`src/rtl/tt_project_sequencer.sv`:
```
// tt_project_sequencer
//
// Shares one set of Tiny Tapeout pins between N_PROJ user projects. A select
// request powers down the current project for one cycle (DRAIN), enables
// the new project while holding the shared reset low for RST_HOLD cycles
// (HOLD), then releases reset and routes the pins to it (RUN).
//
// Parameters:
//   N_PROJ    number of attached projects, 1..15
//   RST_HOLD  cycles proj_rst_n is held low with ena high, 1..255
//
// Ports:
//   clk, rst           clock and synchronous active-high reset
//   sel_req/sel_addr   one-cycle select strobe and project index (4'hF = none)
//   sel_busy           selection sequence in progress (DRAIN or HOLD)
//   sel_err            one-cycle pulse after a rejected request
//   cur_valid/cur_addr running project flag and index (index 0 when idle)
//   ena                one-hot-or-zero project enables
//   proj_rst_n         shared active-low project reset
//   ui_in/proj_ui      pad inputs and gated copy fed to the projects
//   proj_uo/uo_out     concatenated project outputs and selected pad outputs
//
// Build option:
//   TT_SEQ_UO_REG_EN   when defined, uo_out is registered (one cycle behind
//                      the output mux, cleared by reset)

module tt_project_sequencer #(
  parameter int N_PROJ   = 4,
  parameter int RST_HOLD = 8
) (
  input  logic                clk,
  input  logic                rst,
  input  logic                sel_req,
  input  logic [3:0]          sel_addr,
  output logic                sel_busy,
  output logic                sel_err,
  output logic                cur_valid,
  output logic [3:0]          cur_addr,
  output logic [N_PROJ-1:0]   ena,
  output logic                proj_rst_n,
  input  logic [7:0]          ui_in,
  output logic [7:0]          proj_ui,
  input  logic [8*N_PROJ-1:0] proj_uo,
  output logic [7:0]          uo_out
);

  typedef enum logic [1:0] {
    ST_IDLE  = 2'd0,
    ST_DRAIN = 2'd1,
    ST_HOLD  = 2'd2,
    ST_RUN   = 2'd3
  } state_t;

  localparam logic [7:0] HOLD_LAST = 8'(RST_HOLD - 1);
  localparam logic [4:0] N_PROJ_W  = 5'(N_PROJ);

  state_t              state_q, state_d;
  logic [3:0]          addr_q, addr_d;
  logic [7:0]          cnt_q, cnt_d;
  logic                sel_err_q, sel_err_d;
  logic                sel_busy_q, sel_busy_d;
  logic                cur_valid_q, cur_valid_d;
  logic [3:0]          cur_addr_q, cur_addr_d;
  logic [N_PROJ-1:0]   ena_q, ena_d;
  logic                proj_rst_n_q, proj_rst_n_d;

  logic                req_valid;
  logic                req_desel;
  logic [7:0]          uo_mux;

  // Request classification: a legal project index, or the deselect code.
  // 4'hF can never be a legal index because N_PROJ is at most 15.
  always_comb begin
    req_valid = ({1'b0, sel_addr} < N_PROJ_W);
    req_desel = (sel_addr == 4'hF);
  end

  // Sequencer next state. Requests are only honoured in IDLE and RUN;
  // during DRAIN and HOLD they are dropped without an error.
  always_comb begin
    state_d   = state_q;
    addr_d    = addr_q;
    cnt_d     = cnt_q;
    sel_err_d = 1'b0;
    case (state_q)
      ST_IDLE, ST_RUN: begin
        if (sel_req) begin
          if (req_valid) begin
            // Same index as the running project restarts it.
            addr_d  = sel_addr;
            state_d = ST_DRAIN;
          end else begin
            addr_d    = '0;
            state_d   = ST_IDLE;
            sel_err_d = !req_desel;
          end
        end
      end
      ST_DRAIN: begin
        state_d = ST_HOLD;
        cnt_d   = '0;
      end
      ST_HOLD: begin
        if (cnt_q == HOLD_LAST) begin
          state_d = ST_RUN;
        end else begin
          cnt_d = cnt_q + 8'd1;
        end
      end
      default: begin
        state_d = ST_IDLE;
        addr_d  = '0;
      end
    endcase
  end

  // Registered outputs are decoded from the next state so they change on
  // the same edge as the state itself, with no decode glitches on the pins.
  always_comb begin
    sel_busy_d   = (state_d == ST_DRAIN) || (state_d == ST_HOLD);
    cur_valid_d  = (state_d == ST_RUN);
    cur_addr_d   = (state_d == ST_RUN) ? addr_d : 4'd0;
    proj_rst_n_d = (state_d == ST_RUN);
    ena_d        = '0;
    for (int unsigned k = 0; k < N_PROJ; k++) begin
      if ((addr_d == 4'(k)) &&
          ((state_d == ST_HOLD) || (state_d == ST_RUN))) begin
        ena_d[k] = 1'b1;
      end
    end
  end

  always_ff @(posedge clk) begin
    if (rst) begin
      state_q      <= ST_IDLE;
      addr_q       <= '0;
      cnt_q        <= '0;
      sel_err_q    <= 1'b0;
      sel_busy_q   <= 1'b0;
      cur_valid_q  <= 1'b0;
      cur_addr_q   <= '0;
      ena_q        <= '0;
      proj_rst_n_q <= 1'b0;
    end else begin
      state_q      <= state_d;
      addr_q       <= addr_d;
      cnt_q        <= cnt_d;
      sel_err_q    <= sel_err_d;
      sel_busy_q   <= sel_busy_d;
      cur_valid_q  <= cur_valid_d;
      cur_addr_q   <= cur_addr_d;
      ena_q        <= ena_d;
      proj_rst_n_q <= proj_rst_n_d;
    end
  end

  assign sel_err    = sel_err_q;
  assign sel_busy   = sel_busy_q;
  assign cur_valid  = cur_valid_q;
  assign cur_addr   = cur_addr_q;
  assign ena        = ena_q;
  assign proj_rst_n = proj_rst_n_q;

  // Projects see the pad inputs only once they are enabled, so inputs are
  // already stable while their reset is asserted.
  always_comb begin
    proj_ui = '0;
    if ((state_q == ST_HOLD) || (state_q == ST_RUN)) begin
      proj_ui = ui_in;
    end
  end

  // Output mux: only the running project drives the pads.
  always_comb begin
    uo_mux = '0;
    for (int unsigned k = 0; k < N_PROJ; k++) begin
      if ((state_q == ST_RUN) && (addr_q == 4'(k))) begin
        uo_mux = proj_uo[8*k +: 8];
      end
    end
  end

`ifdef TT_SEQ_UO_REG_EN
  logic [7:0] uo_q, uo_d;

  always_comb begin
    uo_d = uo_mux;
  end

  always_ff @(posedge clk) begin
    if (rst) begin
      uo_q <= '0;
    end else begin
      uo_q <= uo_d;
    end
  end

  assign uo_out = uo_q;
`else
  assign uo_out = uo_mux;
`endif

endmodule

```
`config.mk`:
```
export PLATFORM = sky130hd
export DESIGN_NAME = tt_project_sequencer
export DESIGN_NICKNAME = d
export VERILOG_FILES = /design/src/rtl/tt_project_sequencer.sv
export SDC_FILE = /design/constraint.sdc
export NUM_CORES = 1
export LEC_CHECK = 0
export CAP_MARGIN = 40
export CORE_MARGIN = 4
export CORE_UTILIZATION = 39
export CTS_BUF_LIST = sky130_fd_sc_hd__clkbuf_4
export DETAILED_ROUTE_END_ITERATION = 7
export GPL_TIMING_DRIVEN = 0
export PLACE_DENSITY = 0.78
export SLEW_MARGIN = 20
export SYNTH_ARGS = -nofsm -noshare
export SYNTH_HDL_FRONTEND = slang
export SYNTH_SLANG_ARGS = --single-unit
```
`constraint.sdc`:
```
create_clock -name clk -period 2.3 [get_ports clk]
set_input_delay 0.23 -clock clk [delete_from_list [all_inputs] [get_ports clk]]
set_output_delay 0.23 -clock clk [all_outputs]
set_load 0.03 [all_outputs]
```
### Word-level counts from Yosys, hierarchy flattened

Index checks and enable logic that the tools add are counted.

| operators by class | value |
|---|---|
| magnitude comparators | 1 |
| muxes and demuxes | 18 |
| multiply operators | 0 |
| equal/unequal tests | 15 |
| divide/modulo/power cells | 0 |
| reductions and logical operators | 20 |
| add/subtract/negate cells | 1 |
| bitwise operators | 3 |
| shift operators | 0 |

Operator list:

| cell | number |
|---|---|
| 8-bit two-way mux | 6 |
| 4-bit by 2-bit equality test with 1-bit output, second input constant | 4 |
| 8-bit case mux with 2 select lines | 1 |
| 4-bit two-way mux | 3 |
| 8-bit by 1-bit adder with 8-bit output, second input constant | 1 |
| 2-bit equality test, second input constant | 4 |
| 4-bit by 1-bit equality test with 1-bit output, second input constant | 2 |
| 8-bit by 3-bit equality test with 1-bit output, second input constant | 1 |
| 1-bit logical AND | 8 |
| 4-bit zero test | 2 |
| 2-bit case mux with 3 select lines | 1 |
| 1-bit two-way mux | 5 |
| 2-bit by 1-bit equality test with 1-bit output, second input constant | 2 |
| 4-bit equality test, second input constant | 1 |
| 4-bit by 3-bit < comparator with 1-bit output, second input constant | 1 |
| 2-bit two-way mux | 2 |
| 2-bit OR reduction | 2 |
| 4-bit OR reduction | 1 |
| 1-bit logical OR | 3 |
| 1-bit NOT | 3 |
| 2-bit zero test | 1 |
| 2-bit != test, second input constant | 1 |
| 2-bit AND reduction | 1 |
| 2-bit nonzero test | 1 |
| 1-bit zero test | 1 |

| word-level totals | value |
|---|---|
| input bits | 47 |
| memory bits (read-only) | 0 |
| RAM bits | 0 |
| memories kept | 0 |
| latch bits | 0 |
| flip-flop bits (word level) | 25 |
| output and inout port bits | 28 |

### Logic depth before layout (Yosys ltp)

Gate-level depths: netlist (run 1).

| depth | value |
|---|---|
| word-level depth | 8 |
| depth in mapped cells | 7 |

### Worst setup path before layout (run 1)

OpenSTA, ideal clock, no wires.

| timing | value |
|---|---|
| path type | register to register |
| start point | register state_q[0] |
| end point | register sel_busy_q (netlist: sel_busy) |
| data arrival time | 1621 ps |
| period minus slack after synthesis | 1742 ps |
| path slack | 558 ps |
| stages on the path, launching flop included | 7 |
| cells stage by stage | dfxtp_1 inv_1 ha_1 clkbuf_1 a211o_2 o211ai_1 mux2_2 |

| between the ends | value |
|---|---|
| word-level cells in the longest chain between the ends | 5 |

Ends and longest elaborated chain:

| what | RTL line | source |
|---|---|---|
| start: declaration | 57 | `state_t state_q, state_d;` |
| start signal: assignment | 145 | `state_q <= state_d;` |
| 2-bit equality test or 2-bit zero test (tied branches) | 85 | `case (state_q)` |
| 2-bit OR reduction | 85 |  |
| 2-bit case mux with 3 select lines * | 85 |  |
| 2-bit by 1-bit equality test with 1-bit output or 2-bit equality test (tied branches) | 120 | `sel_busy_d = (state_d == ST_DRAIN) \|\| (state_d == ST_HOLD);` |
| 1-bit logical OR * | 120 |  |
| end signal: assignment | 149 | `sel_busy_q <= sel_busy_d;` |
| end: declaration | 61 | `logic sel_busy_q, sel_busy_d;` |

Every way passes the cells marked *; elsewhere a longest branch is shown, timed or not.
A chain may end at the register's enable or synchronous reset.

### Final worst setup path (run 1)

| timing | value |
|---|---|
| start point | register addr_q[0] |
| end point | output port uo_out[4] |

| between the ends | value |
|---|---|
| word-level cells in the longest chain between the ends | 6 |

Ends and longest elaborated chain:

| what | RTL line | source |
|---|---|---|
| start: declaration | 58 | `logic [3:0] addr_q, addr_d;` |
| start signal: assignment | 146 | `addr_q <= addr_d;` |
| 4-bit zero test | 177 | `if ((state_q == ST_RUN) && (addr_q == 4'(k))) begin` |
| 1-bit logical AND | 177 |  |
| 8-bit two-way mux (3 in series) | 177 |  |
| 8-bit two-way mux * | 177 |  |
| end: declaration | 44 | `output logic [7:0] uo_out` |

Marks and branches as above.

==> results of run 1 <==
-- registers in the layout (all words and copies together), names as in the netlist --
signal,count
cnt_q,8
addr_q,4
cur_addr,4
ena,4
state_q,2
proj_rst_n,1
sel_busy,1
sel_err,1
-- Yosys cell counts, types with 2 or more instances --
master | count | area (um^2)
o31ai_1 | 2 | 15.0
nor3b_1 | 3 | 22.5
a21o_1 | 2 | 15.0
or4_1 | 2 | 15.0
nor3_1 | 2 | 10.0
ha_1 | 4 | 50.1
nand3_1 | 3 | 15.0
clkbuf_1 | 3 | 11.3
a22oi_1 | 3 | 22.5
nand2_1 | 5 | 18.8
nor2_1 | 18 | 67.6
o211ai_1 | 2 | 15.0
inv_1 | 6 | 22.5
a21oi_1 | 7 | 35.0
dfxtp_1 | 25 | 500
nor2b_1 | 8 | 50.1
buf_2 | 2 | 10.0
mux4_2 | 8 | 180
and3_1 | 8 | 50.1
-- power by group through the flow --
stage	sequential [mW]	clock, mW	combinational [mW]
detailed placement	0.522	0	0.853
CTS	0.513	0.210	0.824
global route	0.525	0.228	0.895
finish	0.515	0.203	0.818
global placement	0.519	0	0.825
floorplan	0.561	0	0.498
-- worst max-delay path: cells and delay by family, from the launching register on --
family,cells,cell delay [ns]
buffers and inverters,2,0.55
multiplexers,1,0.52
flip-flops,1,0.33
AND/OR/NAND/NOR,1,0.20
-- kinds of logic after synthesis --
| group | count (synthesis) | synth area share [%] |
|---|---|---|
| simple gates | 59 | 25.6 |
| flops | 25 | 38.0 |
| compound gates | 24 | 13.4 |
| buf+inv | 12 | 3.90 |
| mux | 10 | 15.3 |
| fa+ha+maj | 4 | 3.80 |
-- stage by stage --
| step | hold slack (ns) | cells | setup slack, ns |
|---|---|---|---|
| global route | 0.501 | 255 | 0.0266 |
| finish | 0.478 | 255 | 0.143 |
| CTS | 0.476 | 256 | 0.0196 |
| global placement | 0.445 | 252 | 0.168 |
| floorplan | 0.342 | 134 | 0.558 |
| detailed placement | 0.455 | 252 | 0.154 |
-- worst paths after layout --
path / startpoint / endpoint / depth (start not counted)
setup / recovery: addr_q[0] / uo_out[4] / 4
hold / removal: addr_q[3] / cur_addr[3] / 2
setup reg to reg: state_q[0] / ena[3] / 7
hold reg to reg: addr_q[3] / cur_addr[3] / 2
-- per-layer routing --
metal	up-vias	GRT usage (%)	share of wire, %
met5	-	0	0
met4	0	4.06	0.62
met3	2	4.42	6.8
met2	56	33.7	49
met1	652	25.0	43
li1	651	-	-
-- layout make-up --
type | instances | area (um^2)
fill | 249 | 1000
timing repair buffer | 74 | 721
clock inverter | 1 | 7.51
inverter | 6 | 22.5
tap | 44 | 55.1
buffer | 5 | 27.5
sequential | 25 | 500
clock buffer | 3 | 22.5
multi-input combinational | 97 | 767
==> results_dict.tcl, run 1 <==
set metrics [dict create \
    outcome "finished, final reports clean" \
    seq_area_frac_synth_pct 38.0 \
    syn-cell-area_mm2 0.00132 \
    worstPathRequired_ns 2.07 \
    syn_inst 134 \
    crit_arrival_ns 1.93 \
    slowest_delay_ns 0.52 \
    ant_nets 0 \
    drive_gt1_share_pct 11.4 \
    post_dp_cell_area_mm2 0.00211 \
    critPathMaxFanout 10 \
    place_hpwl_mm 3.38 \
    syn_nets 185 \
    clock-sinks 25 \
    place.gp.congestion 0.855 \
    start_util_pct 42.1 \
    grtUsageTotal_pct 19.6 \
    async_flop_share_pct 0 \
    fmax_ghz 0.464 \
    vias 1361 \
    final_cell_mix "clkdlybuf4s50_1, dfxtp_1, nor2_1" \
    maxSlewViolCount 0 \
    setup_viol 0 \
    clockRootBuffer "clkbuf_4" \
    wl_per_cell_um 15.9 \
    post-route-period-util_pct 93.8 \
    drt_first_pass_iters 4 \
    core_area_mm2 0.00313 \
    final_area_mm2 0.00212 \
    tightestPinTransition_ns 0.525 \
    fin_util_pct 67.9 \
    viasPerCell 5.34 \
    layout.nets 263 \
    mostFrequentLayoutCell "clkdlybuf4s50_1" \
    ys.flop_type "dfxtp_1" \
    p_int_uw 898 \
    power_frac_comb_pct 53.3 \
    cts_hold_buf 0 \
    drc_errors 0 \
    cts_tree "yes" \
    n_antenna_cell 0 \
    crit_path_start_kind "register" \
    dieArea_mm2 0.00437 \
    end_kind "output port" \
    synth_edf_count 0 \
    cts_max_path_buffers 2 \
    fin_crit_ns 2.16 \
    peakVddDrop_v 0.000569 \
    rows 20 \
    grt_pass1_vias 1324 \
    drt_iter0_markers 90 \
    yosysWarnings 0 \
    grt_first_pass_wirelength_mm 6.64 \
    hold_viol 0 \
    clk_pin_slew_ns 0.15 \
    wl_mm 4.06 \
    path_cells "buf_4 -> mux4_2 -> and3_1 -> dlygate4sd2_1" \
    gr-total-overflow 0 \
    grt_max_degree 16 \
    area_delta_synth_final_pct 61.3 \
    pwr-share-clk_pct 13.2 \
    power_frac_seq_pct 33.5 \
    ys_ff_latch 25 \
    path_class "register to output port" \
    cts-resized-gates 17 \
    power.density_mw_per_mm2 723 \
    swShare_pct 41.5 \
    fin_setup_tns_ns 0 \
    relSlewSlack_pct 64.9 \
    io_buffers 74 \
    numCtsBuffers 3 \
    power_mw 1.54 \
    htreeDepth 1 \
    maxCapViolCount 0 \
    leakagePower_nw 0.857 \
    post_cts_buffers 0 \
    p_sw_uw 638 \
    finClkSkew_ns 0.0138 \
    rsz0062_at_grt "no" \
    antenna_found_initial 0 \
    syn_avg_cell_area_um2 9.82 \
    die_w_um 66.1 \
    die_h_um 66.1 \
    clock_latency_ns 0.33 \
    hp-class "register to register" \
    pin_count 75 \
    worst_path_max_delay_cell "mux4_2" \
    synth_cell_types 40 \
    rrSetupSlack_ns 0.41 \
]
No activity file was read; power rests on OpenSTA's default activity.
==> inputs of run 2 (changes only) <==
CELL_PAD_IN_SITES_DETAIL_PLACEMENT = 1   (was default)
CELL_PAD_IN_SITES_GLOBAL_PLACEMENT = 1   (was default)
CORE_UTILIZATION = 28   (was 39)
==> results_dict.tcl, run 2 (synthesis results as in run 1) <==
set metrics [dict create \
    maxCapViolCount 0 \
    worstReg2RegEnd "ena[0]" \
    post-route-period-util_pct 95.0 \
    cts-resized-gates 20 \
    place_ws_ns 0.0862 \
    fin_crit_ns 2.18 \
    drc_errors 0 \
    drive_gt1_share_pct 11.8 \
    regToRegStartpoint "state_q[0]" \
    maxSlewViolCount 0 \
    relSlewSlack_pct 65.0 \
    final_cell_mix "clkdlybuf4s50_1, dfxtp_1, nor2_1" \
    cts_hold_buf 0 \
    grtUsageTotal_pct 16.1 \
    fin_setup_tns_ns 0 \
    end_kind "output port" \
    clock-sinks 25 \
    fill_cells 504 \
    path_class "register to output port" \
    n_antenna_cell 0 \
    wl_per_cell_um 17.0 \
    fin_util_pct 48.2 \
    rr_worst_depth 7 \
    top_register "cnt_q" \
    layout.nets 263 \
    clockRootBuffer "clkbuf_4" \
    whs_ns 0.471 \
    multi_input_area_um2 774 \
    hold_viol 0 \
    drt_first_pass_iters 4 \
    rrSetupSlack_ns 0.30 \
    critPathMaxFanout 10 \
    io_buffers 74 \
    rows 24 \
    crit_end "uo_out[0]" \
    crit_path_start_kind "register" \
    ant_nets 0 \
    core_area_mm2 0.00444 \
    place.gp.congestion 0.794 \
    die_h_um 76.6 \
    largest_register_ffs 8 \
    finClkSkew_ns 0.0206 \
    cts_max_path_buffers 2 \
    area_delta_synth_final_pct 62.6 \
    place_hpwl_mm 3.85 \
    setup_ws_ns 0.115 \
    gr-total-overflow 0 \
    crit_arrival_ns 1.95 \
    leakagePower_nw 0.861 \
    grt_first_pass_wirelength_mm 7.58 \
    grt_max_degree 14 \
    hp-class "register to register" \
    die_w_um 76.6 \
    pin_count 75 \
    post_cts_buffers 0 \
    worstPathRequired_ns 2.07 \
    start_util_pct 29.6 \
    setup_viol 0 \
    power_mw 1.56 \
    seq_area_um2 500 \
    numCtsBuffers 3 \
    power.density_mw_per_mm2 727 \
    drt_iter0_markers 53 \
    dieArea_mm2 0.00586 \
    clock_latency_ns 0.33 \
    peakVddDrop_v 0.000640 \
    cp-startpoint "addr_q[0]" \
    tightestPinTransition_ns 0.524 \
    wl_mm 4.46 \
    vias 1373 \
    fmax_ghz 0.458 \
    cts_tree "yes" \
    viasPerCell 5.22 \
    mostFrequentLayoutCell "clkdlybuf4s50_1" \
    antenna_found_initial 0 \
    outcome "finished, final reports clean" \
    grt_pass1_vias 1425 \
    clk_pin_slew_ns 0.14 \
    rsz0062_at_grt "no" \
    htreeDepth 1 \
]
[run 2: cell count changes in the layout (fill, tap and decap cells not counted), sizes merged]
cell / previous run / this run
clkinvlp: 1 / 0
clkbuf: 5 / 6
[run 2: worst min-delay path by stage]
stage	start	endpoint	slack [ns]	cells after the start
detailed placement	addr_q[2]	cur_addr[2]	0.45	2
floorplan	rst	state_q[1]	0.34	1
global route	addr_q[2]	cur_addr[2]	0.50	2
finish	addr_q[2]	cur_addr[2]	0.47	2
global placement	addr_q[2]	cur_addr[2]	0.45	2
CTS	addr_q[2]	cur_addr[2]	0.47	2
[run 2: power by group]
| part | leakage [nW] | internal (mW) | switching [mW] | total, mW |
|---|---|---|---|---|
| sequential | 0.202 | 0.482 | 0.0348 | 0.517 |
| combinational | 0.640 | 0.355 | 0.477 | 0.831 |
| clock | 0.0184 | 0.0797 | 0.129 | 0.208 |
[run 2: cell type report]
class / instances / share of cell area (%)
multi-input combinational: 97 / 36.2
timing repair buffer: 74 / 33.7
sequential: 25 / 23.4
tap: 52 / 3.04
clock buffer: 4 / 1.40
buffer: 5 / 1.29
inverter: 6 / 1.05
[run 2: worst max-delay path, stage by stage (launching register included)]
cell           delay [ns]
dfxtp_1              0.34
buf_4                0.20
mux4_2               0.54
and3_1               0.19
dlygate4sd2_1        0.35
[run 2: stage by stage]
stage,cell area (um^2),cells
3_5_place_dp,2120,260
4_1_cts,2140,263
3_3_place_gp,2120,260
2_1_floorplan,1320,134
5_1_grt,2140,263
6_report,2140,263
[run 2: routing by layer]
layer  routed length, um  vias to the layer above  GRT usage [%]
met5                   0                        -              0
met4                  44                        0           3.99
met3                 279                        6           4.14
met2                2270                       49           27.6
met1                1870                      667           20.1
li1                    -                      651              -
